<file path="src/rtl/retire_arb_pkg.sv">
// Shared definitions for the retire_arb9_rr merge arbiter: default requester count,
// source-index width, slot/output state encodings and the round-robin pointer helper.
package retire_arb_pkg;

    localparam int unsigned N_REQ_DEFAULT = 9;
    localparam int unsigned SRC_W         = 4;

    typedef enum logic {
        SlotEmpty = 1'b0,
        SlotFull  = 1'b1
    } slot_state_e;

    typedef enum logic {
        OutIdle  = 1'b0,
        OutValid = 1'b1
    } out_state_e;

    // Index of the requester after idx, wrapping at n-1 back to 0.
    function automatic logic [SRC_W-1:0] wrap_inc(input logic [SRC_W-1:0] idx,
                                                  input int unsigned      n);
        if (32'(idx) + 32'd1 >= n) begin
            return '0;
        end
        return idx + 1'b1;
    endfunction

endpackage

</file>
<file path="src/rtl/retire_arb_slot.sv">
// One single-entry requester buffer: fills from its requester when empty and
// drains to the arbiter when granted. Flush empties it; rst also clears the payload.
module retire_arb_slot
    import retire_arb_pkg::*;
#(
    parameter int unsigned DATA_WIDTH = 12
) (
    input  logic                  clk,
    input  logic                  rst,
    input  logic                  flush,
    input  logic                  wr_en,
    input  logic [DATA_WIDTH-1:0] wr_data,
    input  logic                  rd_en,
    output logic                  full,
    output logic [DATA_WIDTH-1:0] rd_data
);

    slot_state_e           state_q, state_d;
    logic [DATA_WIDTH-1:0] data_q, data_d;

    // Fill only when empty, drain only when full, so the two never share an edge.
    always_comb begin
        state_d = state_q;
        data_d  = data_q;
        if (flush) begin
            state_d = SlotEmpty;
        end else if (state_q == SlotEmpty) begin
            if (wr_en) begin
                state_d = SlotFull;
                data_d  = wr_data;
            end
        end else if (rd_en) begin
            state_d = SlotEmpty;
        end
    end

    always_ff @(posedge clk) begin
        if (rst) begin
            state_q <= SlotEmpty;
            data_q  <= '0;
        end else begin
            state_q <= state_d;
            data_q  <= data_d;
        end
    end

    assign full    = (state_q == SlotFull);
    assign rd_data = data_q;

endmodule

</file>
<file path="src/rtl/retire_arb9_rr.sv">
// Round-robin merge of N_REQ single-entry requester slots into one registered output.
// Optional per-requester saturating grant counters are enabled by RETIRE_ARB_GRANT_CNT_EN.
module retire_arb9_rr
    import retire_arb_pkg::*;
#(
    parameter int unsigned DATA_WIDTH = 12,
    parameter int unsigned N_REQ      = N_REQ_DEFAULT
) (
    input  logic                        clk,
    input  logic                        rst,
    input  logic                        i_flush,
    input  logic [N_REQ-1:0]            i_valid,
    input  logic [N_REQ*DATA_WIDTH-1:0] i_data,
    output logic [N_REQ-1:0]            o_ready,
    input  logic                        i_ready,
    output logic                        o_valid,
    output logic [DATA_WIDTH-1:0]       o_data,
`ifdef RETIRE_ARB_GRANT_CNT_EN
    output logic [SRC_W-1:0]            o_src,
    output logic [N_REQ*16-1:0]         o_grant_cnt
`else
    output logic [SRC_W-1:0]            o_src
`endif
);

    localparam int unsigned       CandW = SRC_W + 1;
    localparam logic [CandW-1:0]  NReqC = CandW'(N_REQ);

    logic [N_REQ-1:0]      slot_full;
    logic [N_REQ-1:0]      slot_drain;
    logic [DATA_WIDTH-1:0] slot_data [N_REQ];

    out_state_e            out_q, out_d;
    logic [DATA_WIDTH-1:0] data_q, data_d;
    logic [SRC_W-1:0]      src_q, src_d;
    logic [SRC_W-1:0]      ptr_q, ptr_d;

    logic                  grant_found;
    logic [SRC_W-1:0]      grant_idx;
    logic [CandW-1:0]      cand;
    logic                  load;

    for (genvar k = 0; k < N_REQ; k++) begin : g_slot
        retire_arb_slot #(
            .DATA_WIDTH(DATA_WIDTH)
        ) u_slot (
            .clk    (clk),
            .rst    (rst),
            .flush  (i_flush),
            .wr_en  (i_valid[k]),
            .wr_data(i_data[k*DATA_WIDTH +: DATA_WIDTH]),
            .rd_en  (slot_drain[k]),
            .full   (slot_full[k]),
            .rd_data(slot_data[k])
        );
    end

    // First FULL slot at or above ptr, wrapping past N_REQ-1.
    always_comb begin
        grant_found = 1'b0;
        grant_idx   = '0;
        cand        = '0;
        for (int unsigned i = 0; i < N_REQ; i++) begin
            cand = {1'b0, ptr_q} + CandW'(i);
            if (cand >= NReqC) begin
                cand = cand - NReqC;
            end
            if (!grant_found && slot_full[cand[SRC_W-1:0]]) begin
                grant_found = 1'b1;
                grant_idx   = cand[SRC_W-1:0];
            end
        end
    end

    assign load = !i_flush && grant_found && ((out_q == OutIdle) || i_ready);

    always_comb begin
        slot_drain = '0;
        if (load) begin
            slot_drain[grant_idx] = 1'b1;
        end
    end

    always_comb begin
        out_d  = out_q;
        data_d = data_q;
        src_d  = src_q;
        ptr_d  = ptr_q;
        if (i_flush) begin
            out_d = OutIdle;
        end else if (load) begin
            out_d  = OutValid;
            data_d = slot_data[grant_idx];
            src_d  = grant_idx;
            ptr_d  = wrap_inc(grant_idx, N_REQ);
        end else if ((out_q == OutValid) && i_ready) begin
            out_d = OutIdle;
        end
    end

    always_ff @(posedge clk) begin
        if (rst) begin
            out_q  <= OutIdle;
            data_q <= '0;
            src_q  <= '0;
            ptr_q  <= '0;
        end else begin
            out_q  <= out_d;
            data_q <= data_d;
            src_q  <= src_d;
            ptr_q  <= ptr_d;
        end
    end

    assign o_ready = ~slot_full;
    assign o_valid = (out_q == OutValid);
    assign o_data  = data_q;
    assign o_src   = src_q;

`ifdef RETIRE_ARB_GRANT_CNT_EN
    logic [15:0] cnt_q [N_REQ];
    logic [15:0] cnt_d [N_REQ];

    // Counts loads, not downstream accepts; flush leaves the history intact.
    always_comb begin
        for (int unsigned k = 0; k < N_REQ; k++) begin
            cnt_d[k] = cnt_q[k];
        end
        if (load && (cnt_q[grant_idx] != 16'hFFFF)) begin
            cnt_d[grant_idx] = cnt_q[grant_idx] + 16'd1;
        end
    end

    always_ff @(posedge clk) begin
        if (rst) begin
            for (int unsigned k = 0; k < N_REQ; k++) begin
                cnt_q[k] <= '0;
            end
        end else begin
            for (int unsigned k = 0; k < N_REQ; k++) begin
                cnt_q[k] <= cnt_d[k];
            end
        end
    end

    for (genvar k = 0; k < N_REQ; k++) begin : g_cnt_out
        assign o_grant_cnt[k*16 +: 16] = cnt_q[k];
    end
`endif

endmodule

</file>
<file path="config.mk">
export PLATFORM = sky130hd
export DESIGN_NAME = retire_arb9_rr
export DESIGN_NICKNAME = d
export VERILOG_FILES = /design/src/rtl/retire_arb_pkg.sv /design/src/rtl/retire_arb_slot.sv /design/src/rtl/retire_arb9_rr.sv
export SDC_FILE = /design/constraint.sdc
export NUM_CORES = 1
export LEC_CHECK = 0
export ABC_AREA = 0
export CAP_MARGIN = 20
export CORE_UTILIZATION = 52
export DETAILED_ROUTE_END_ITERATION = 6
export PLACE_DENSITY = 0.78
export SYNTH_ARGS = -nofsm -noshare
export SYNTH_HDL_FRONTEND = slang
export SYNTH_HIERARCHICAL = 1
export SYNTH_SLANG_ARGS = --single-unit
</file>
<file path="constraint.sdc">
create_clock -name clk -period 5.2 [get_ports clk]
set_input_delay 1.04 -clock clk [delete_from_list [all_inputs] [get_ports clk]]
set_output_delay 1.04 -clock clk [all_outputs]
set_load 0.05 [all_outputs]
</file>
; After elaboration in Yosys (flattened, before gate mapping)
; Index checks and enable logic that the tools add are counted.
[op_classes]
n_bitwise = 13
n_lt_le_gt_ge = 22
add_sub_neg = 19
n_reduce_logical = 34
n_mux = 85
[ops]
columns = cell, n
row1 = two-way mux 4 bit, 20
row2 = two-way mux 1 bit, 51
row3 = less-than comparator 4 x 5 -> 1 bit (second input constant), 10
row4 = binary-select mux 12 bit (select 4 bit), 1
row5 = >= comparator 5 x 4 -> 1 bit (second input constant), 9
row6 = binary-select mux 1 bit (select 4 bit), 9
row7 = subtractor 4 bit (second input constant), 9
row8 = AND reduction 3 bit, 9
row9 = two-way mux 12 bit, 2
row10 = adder 4 x 3 -> 5 bit (second input constant), 4
row11 = logical AND 1 bit, 12
row12 = inverter 1 bit, 11
row13 = adder 4 x 1 -> 5 bit (second input constant), 2
row14 = adder 4 x 2 -> 5 bit (second input constant), 2
row15 = logical NOT 1 bit, 9
row16 = two-way mux 9 bit, 1
row17 = inverter 9 bit, 1
row18 = adder 4 x 4 -> 5 bit (second input constant), 1
row19 = >= comparator 5 bit (second input constant), 1
row20 = inverter 4 -> 5 bit, 1
row21 = adder 4 x 1 -> 4 bit (second input constant), 1
row22 = demux 1 bit (select 4 bit), 1
row23 = >= comparator 4 x 1 -> 1 bit (second input constant), 1
row24 = >= comparator 4 bit (second input constant), 1
row25 = 4 further kinds, 4
[word_totals]
wordCells = 195
reg_bits = 138
in_bits = 121
out_inout_bits = 26

; Depth between registers and ports, before layout
[depth]
ltp_word = 36
mapped_depth = 26

; Modules after synthesis
; Netlist, hierarchy kept.
[modules_own_cells]
columns = module, instances, cells_per_inst, seq_area_each_um2, area_each_um2
row1 = retire_arb9_rr, 1, 894, 420.4, 6451.2
row2 = retire_arb_slot, 9, 56, 260.2, 589.3

; Least setup slack after synthesis
; No wires, ideal clock.
[synth_path]
path_type = register to register
start = reg ptr_q[1]
end = reg ptr_q[3]
t_arrival_ns = 5.217
n_path_buf = 5
synth_period_minus_slack_ns = 5.288
path_slack_ns = -0.088
setup_ns = 0.071
stages_incl_launch_ff = 22
cell_sequence = dfxtp_1 clkbuf_1 clkbuf_1 inv_1 ha_1 buf_2 o21bai_1 a21oi_1 o32ai_1 a211oi_1 nor4b_4 nand3_1 or4_1 buf_2 o211a_4 or2_2 inv_1 buf_4 ha_1 xnor2_1 o211ai_1 a21oi_1
[synth_via]
elab_chain_cells = 35
word_cells_on_any_way = 97
classes_between = 19 x add/sub / 10 x order compare / 49 x mux / 19 x reduce/logical
[synth_lines]
columns = element, line_no
row1 = start: declaration, retire_arb9_rr.sv:36  ; logic [SRC_W-1:0] ptr_q, ptr_d;
row2 = start signal: assignment, retire_arb9_rr.sv:111  ; ptr_q <= ptr_d;
row3 = branches (longest 28 deep; another with adder 4 x 1 -> 5 bit), --
row4 = two-way mux 4 bit *, retire_arb9_rr.sv:68  ; if (!grant_found && slot_full[cand[SRC_W-1:0]]) begin
row5 = net grant_idx[1], retire_arb9_rr.sv:39  ; logic [SRC_W-1:0] grant_idx;
row6 = adder 4 x 1 -> 5 bit, retire_arb_pkg.sv:21  ; if (32'(idx) + 32'd1 >= n) begin
row7 = >= comparator 5 x 4 -> 1 bit, retire_arb_pkg.sv:21
row8 = two-way mux 1 bit, retire_arb_pkg.sv:21
row9 = two-way mux 1 bit, retire_arb9_rr.sv:91  ; end else if (load) begin
row10 = two-way mux 1 bit, retire_arb9_rr.sv:89  ; if (i_flush) begin
row11 = two-way mux 4 bit *, retire_arb_pkg.sv:24  ; return idx + 1'b1;
; Mark *: on every way through the listed nets, which the timed path passes. The select of a mux whose other input is x is not followed.
; A chain may end at the register's enable or synchronous reset.

; Worst setup path in the final report
[layout_path]
start = reg ptr_q[1]
end = reg g_slot[0].u_slot.state_q
[layout_via]
elab_chain_cells = 36
word_cells_on_any_way = 97
classes_between = 17 x add/sub / 11 x order compare / 50 x mux / 19 x reduce/logical
[layout_lines]
columns = element, line_no
row1 = branches (longest 33 deep; another with adder 4 x 1 -> 5 bit), --
row2 = two-way mux 9 bit *, retire_arb9_rr.sv:79  ; if (load) begin
row3 = net slot_drain[0], retire_arb9_rr.sv:30  ; logic [N_REQ-1:0] slot_drain;
row4 = two-way mux 1 bit *, retire_arb_slot.sv:32  ; end else if (rd_en) begin
row5 = two-way mux 1 bit *, retire_arb_slot.sv:27  ; end else if (state_q == SlotEmpty) begin
row6 = end signal: assignment, retire_arb_slot.sv:39  ; state_q <= SlotEmpty;
row7 = end signal: assignment, retire_arb_slot.sv:42  ; state_q <= state_d;
row8 = end: declaration, retire_arb_slot.sv:18  ; slot_state_e state_q, state_d;
; Marks and branches as above.

==> results_dict.tcl <==
set metrics [dict create \
    worst_setup_path_start_kind "register" \
    path_clk_slew_ns 0.06 \
    area_growth_syn_to_layout_pct 22.95 \
    track_usage_pct 34.59 \
    synth_top_cell_by_area "dfxtp_1" \
    final_util_pct 65.62 \
    cap_violations 0 \
    die_h_um 152.4 \
    relSlewSlack_pct 38.21 \
    core_um2 22030 \
    synth_enable_flop_cells 0 \
    num-nets-final 1695 \
    final.setup_skew_ns 0.007415 \
    htreeDepth 4 \
    dr.max_layer_used "met4" \
    hpwlAfterDp_um 30650 \
    powerDensity_nw_per_um2 654.7 \
    gp_congestion 0.9853 \
    setup_violations 0 \
    vias 11760 \
    netlist_instances 1398 \
    start_util_pct 53.37 \
    synthTopCellsByArea "dfxtp_1 (24%), nand2b_1 (13%), mux2i_1 (12%)" \
    ir_drop_v 0.0007757 \
    fin_crit_ns 4.946 \
    design_area_um2 14450 \
    grt_overflow_total 0 \
    dr.pass1.iters 7 \
    crit_required_ns 5.53 \
    detailedPlace.worstSlack_ns 0.07706 \
    rsz0062_at_grt "yes" \
    grt_max_degree 90 \
    n_fill_cell 1838 \
    synth_cell_type_count 107 \
    wl_met3_um 3114 \
    fin_crit_sh_pct 95.11 \
    met1_length_um 16690 \
    antenna_found_initial 0 \
    via_per_inst 6.395 \
    numCtsBuffers 17 \
    clkSinkCount 138 \
    wl_met2_um 18530 \
    cts_tree "built" \
    p_total_w 0.009463 \
    drive_gt1_share_pct 13.66 \
    cts_buffer_depth 2 \
    ctsHoldBuffers 0 \
    io_pins 147 \
    clock.fmax_mhz 202.2 \
    drc 2 \
    criticalPathCategory "reg2reg" \
    synth_nets 1546 \
    ys_warn_count 6 \
    status "finished with violations" \
    drv_slew 0 \
    crit_fanout 10 \
    antenna_cells 0 \
    avgSynthCellArea_um2 8.408 \
    worstMarginPinSlew_ns 0.9258 \
    drt_iter0_markers 1182 \
    num_rows 54 \
    postRouteAntennaNets 0 \
    clk_latency_ns 0.42 \
    numPortBuffers 146 \
    ys_ff_latch 138 \
    wl_per_cell_um 22.08 \
    worstPathArrival_ns 5.27 \
    async_reset_ff_share_pct 0 \
    routed_wl_um 40610 \
    layout_setup_ws_ns 0.2544 \
    postPlaceCellArea_um2 13750 \
    grt_pass1_wl_um 62800 \
    synthesis.area_um2 11760 \
    violations "design-rule violations" \
    root_buffer "clkbuf_16" \
    dieArea_um2 23210 \
    synthFlopType "dfxtp_1" \
    die_w_um 152.4 \
    seq_area_frac_synth_pct 23.50 \
    hp-class "reg2reg" \
    yosysTopAreaCellShare_pct 23.50 \
    grt_pass1_vias 11200 \
    holdWs_ns 0.4723 \
    hold_viol_final 0 \
    endpoint_kind "register" \
    p_leak_nw 5.396 \
]
## critical path: stages (launching register included)
cell and delay [ns]:
dfxtp_1 0.33, inv_1 0.15, ha_2 0.35, nand2b_1 0.23
a21o_1 0.25, a211oi_1 0.31, or3b_2 0.48, o221a_2 0.32
buf_4 0.16, nor3_1 0.23, o21ba_2 0.23, a41oi_2 0.20
a21oi_2 0.10, o211a_4 0.27, or2_2 0.35, ha_1 0.21
nand2_1 0.13, nor3_1 0.07, or2b_1 0.25, a211oi_1 0.23
## worst paths after layout
path | startpoint | depth (start not counted) | slack (ns) | endpoint
hold / removal | g_slot[7].u_slot/rd_data[2] | 2 | 0.47 | g_slot[7].u_slot/rd_data[2]
setup reg to reg | ptr_q[1] | 19 | 0.25 | g_slot[0].u_slot/full
hold reg to reg | g_slot[7].u_slot/rd_data[2] | 2 | 0.47 | g_slot[7].u_slot/rd_data[2]
setup / recovery | ptr_q[1] | 19 | 0.25 | g_slot[0].u_slot/full
## layout by cell type, fill, tap and decap left out, drive strengths merged, types with 14 or more instances in the layout
cell type / n
a21oi: 46
nand2b: 243
nand3: 18
o21bai: 14
a31oi: 17
inv: 32
nor3: 30
o211ai: 20
dfxtp: 138
xnor2: 17
clkbuf: 18
nor2b: 18
buf: 94
a211oi: 28
o21ai: 46
ha: 27
nand2: 78
or3b: 18
nor2: 63
a2111o: 23
mux2i: 145
clkdlybuf4s50: 145
## synth_stat cells, types with 14 or more instances
library cell,n
o21bai_1,14
nand3_1,18
clkbuf_1,62
inv_1,22
nor3_1,28
o21ai_0,42
nand2b_1,243
dfxtp_1,138
nand2_1,78
buf_2,22
mux2i_1,145
a211oi_1,26
xnor2_1,15
a2111o_1,23
nor2_1,61
o211ai_1,20
a21oi_1,40
ha_1,27
a31oi_1,17
nor2b_1,18
## cell type report
class	count	area [um2]	share of cell area (%)
tap	280	350.3	2.424
timing repair buffer	239	2217	15.34
clock inverter	13	178.9	1.238
clock buffer	18	439.2	3.039
multi-input combinational	1125	8406	58.16
inverter	26	97.59	0.6753
sequential	138	2764	19.12
## through the flow
stage	TNS, ns	std cells
final	0	1839
after floorplan	0	1398
after detailed placement	0	1805
after global routing	-0.01702	1839
after global placement	0	1805
after CTS	0	1836
## registers in the layout, indices dropped and copies added (netlist names)
signal and cells:
o_valid 1, ptr_q 4, g_slot.u_slot/full 9, o_src 4
g_slot.u_slot/rd_data 108, o_data 12
## layer usage
layer,up-vias,GRT usage (%)
met2,619,56.57
met1,5535,43.74
li1,5473,-
met5,-,0
met4,0,18.12
met3,133,5.717
## repair_timing
item	in CTS	in global routing
setup endpoints to repair	0	25
gates resized for setup	0	17
setup buffers	0	2
## logic make-up (layout without fill, tap and decap cells)
family / after synthesis / count (layout) / share of synthesized area [%]
AOI/OAI and AO/OA: 352 / 352 / 23.60
xor gates and xnor gates: 21 / 21 / 1.756
adders and majority gates: 27 / 27 / 2.874
buffers and inverters: 135 / 296 / 5.609
DFF: 138 / 138 / 23.50
muxes: 157 / 157 / 13.50
and+or+nand+nor: 568 / 568 / 29.16
## report_power, final
part | total [W] | switching [W] | internal [W]
Clock | 0.00130 | 0.000522 | 0.000781
Combinational | 0.00690 | 0.00420 | 0.00270
Sequential | 0.00126 | 0.0000983 | 0.00116
Total | 0.00946 | 0.00482 | 0.00464
Power figures use the tool's default switching activity.
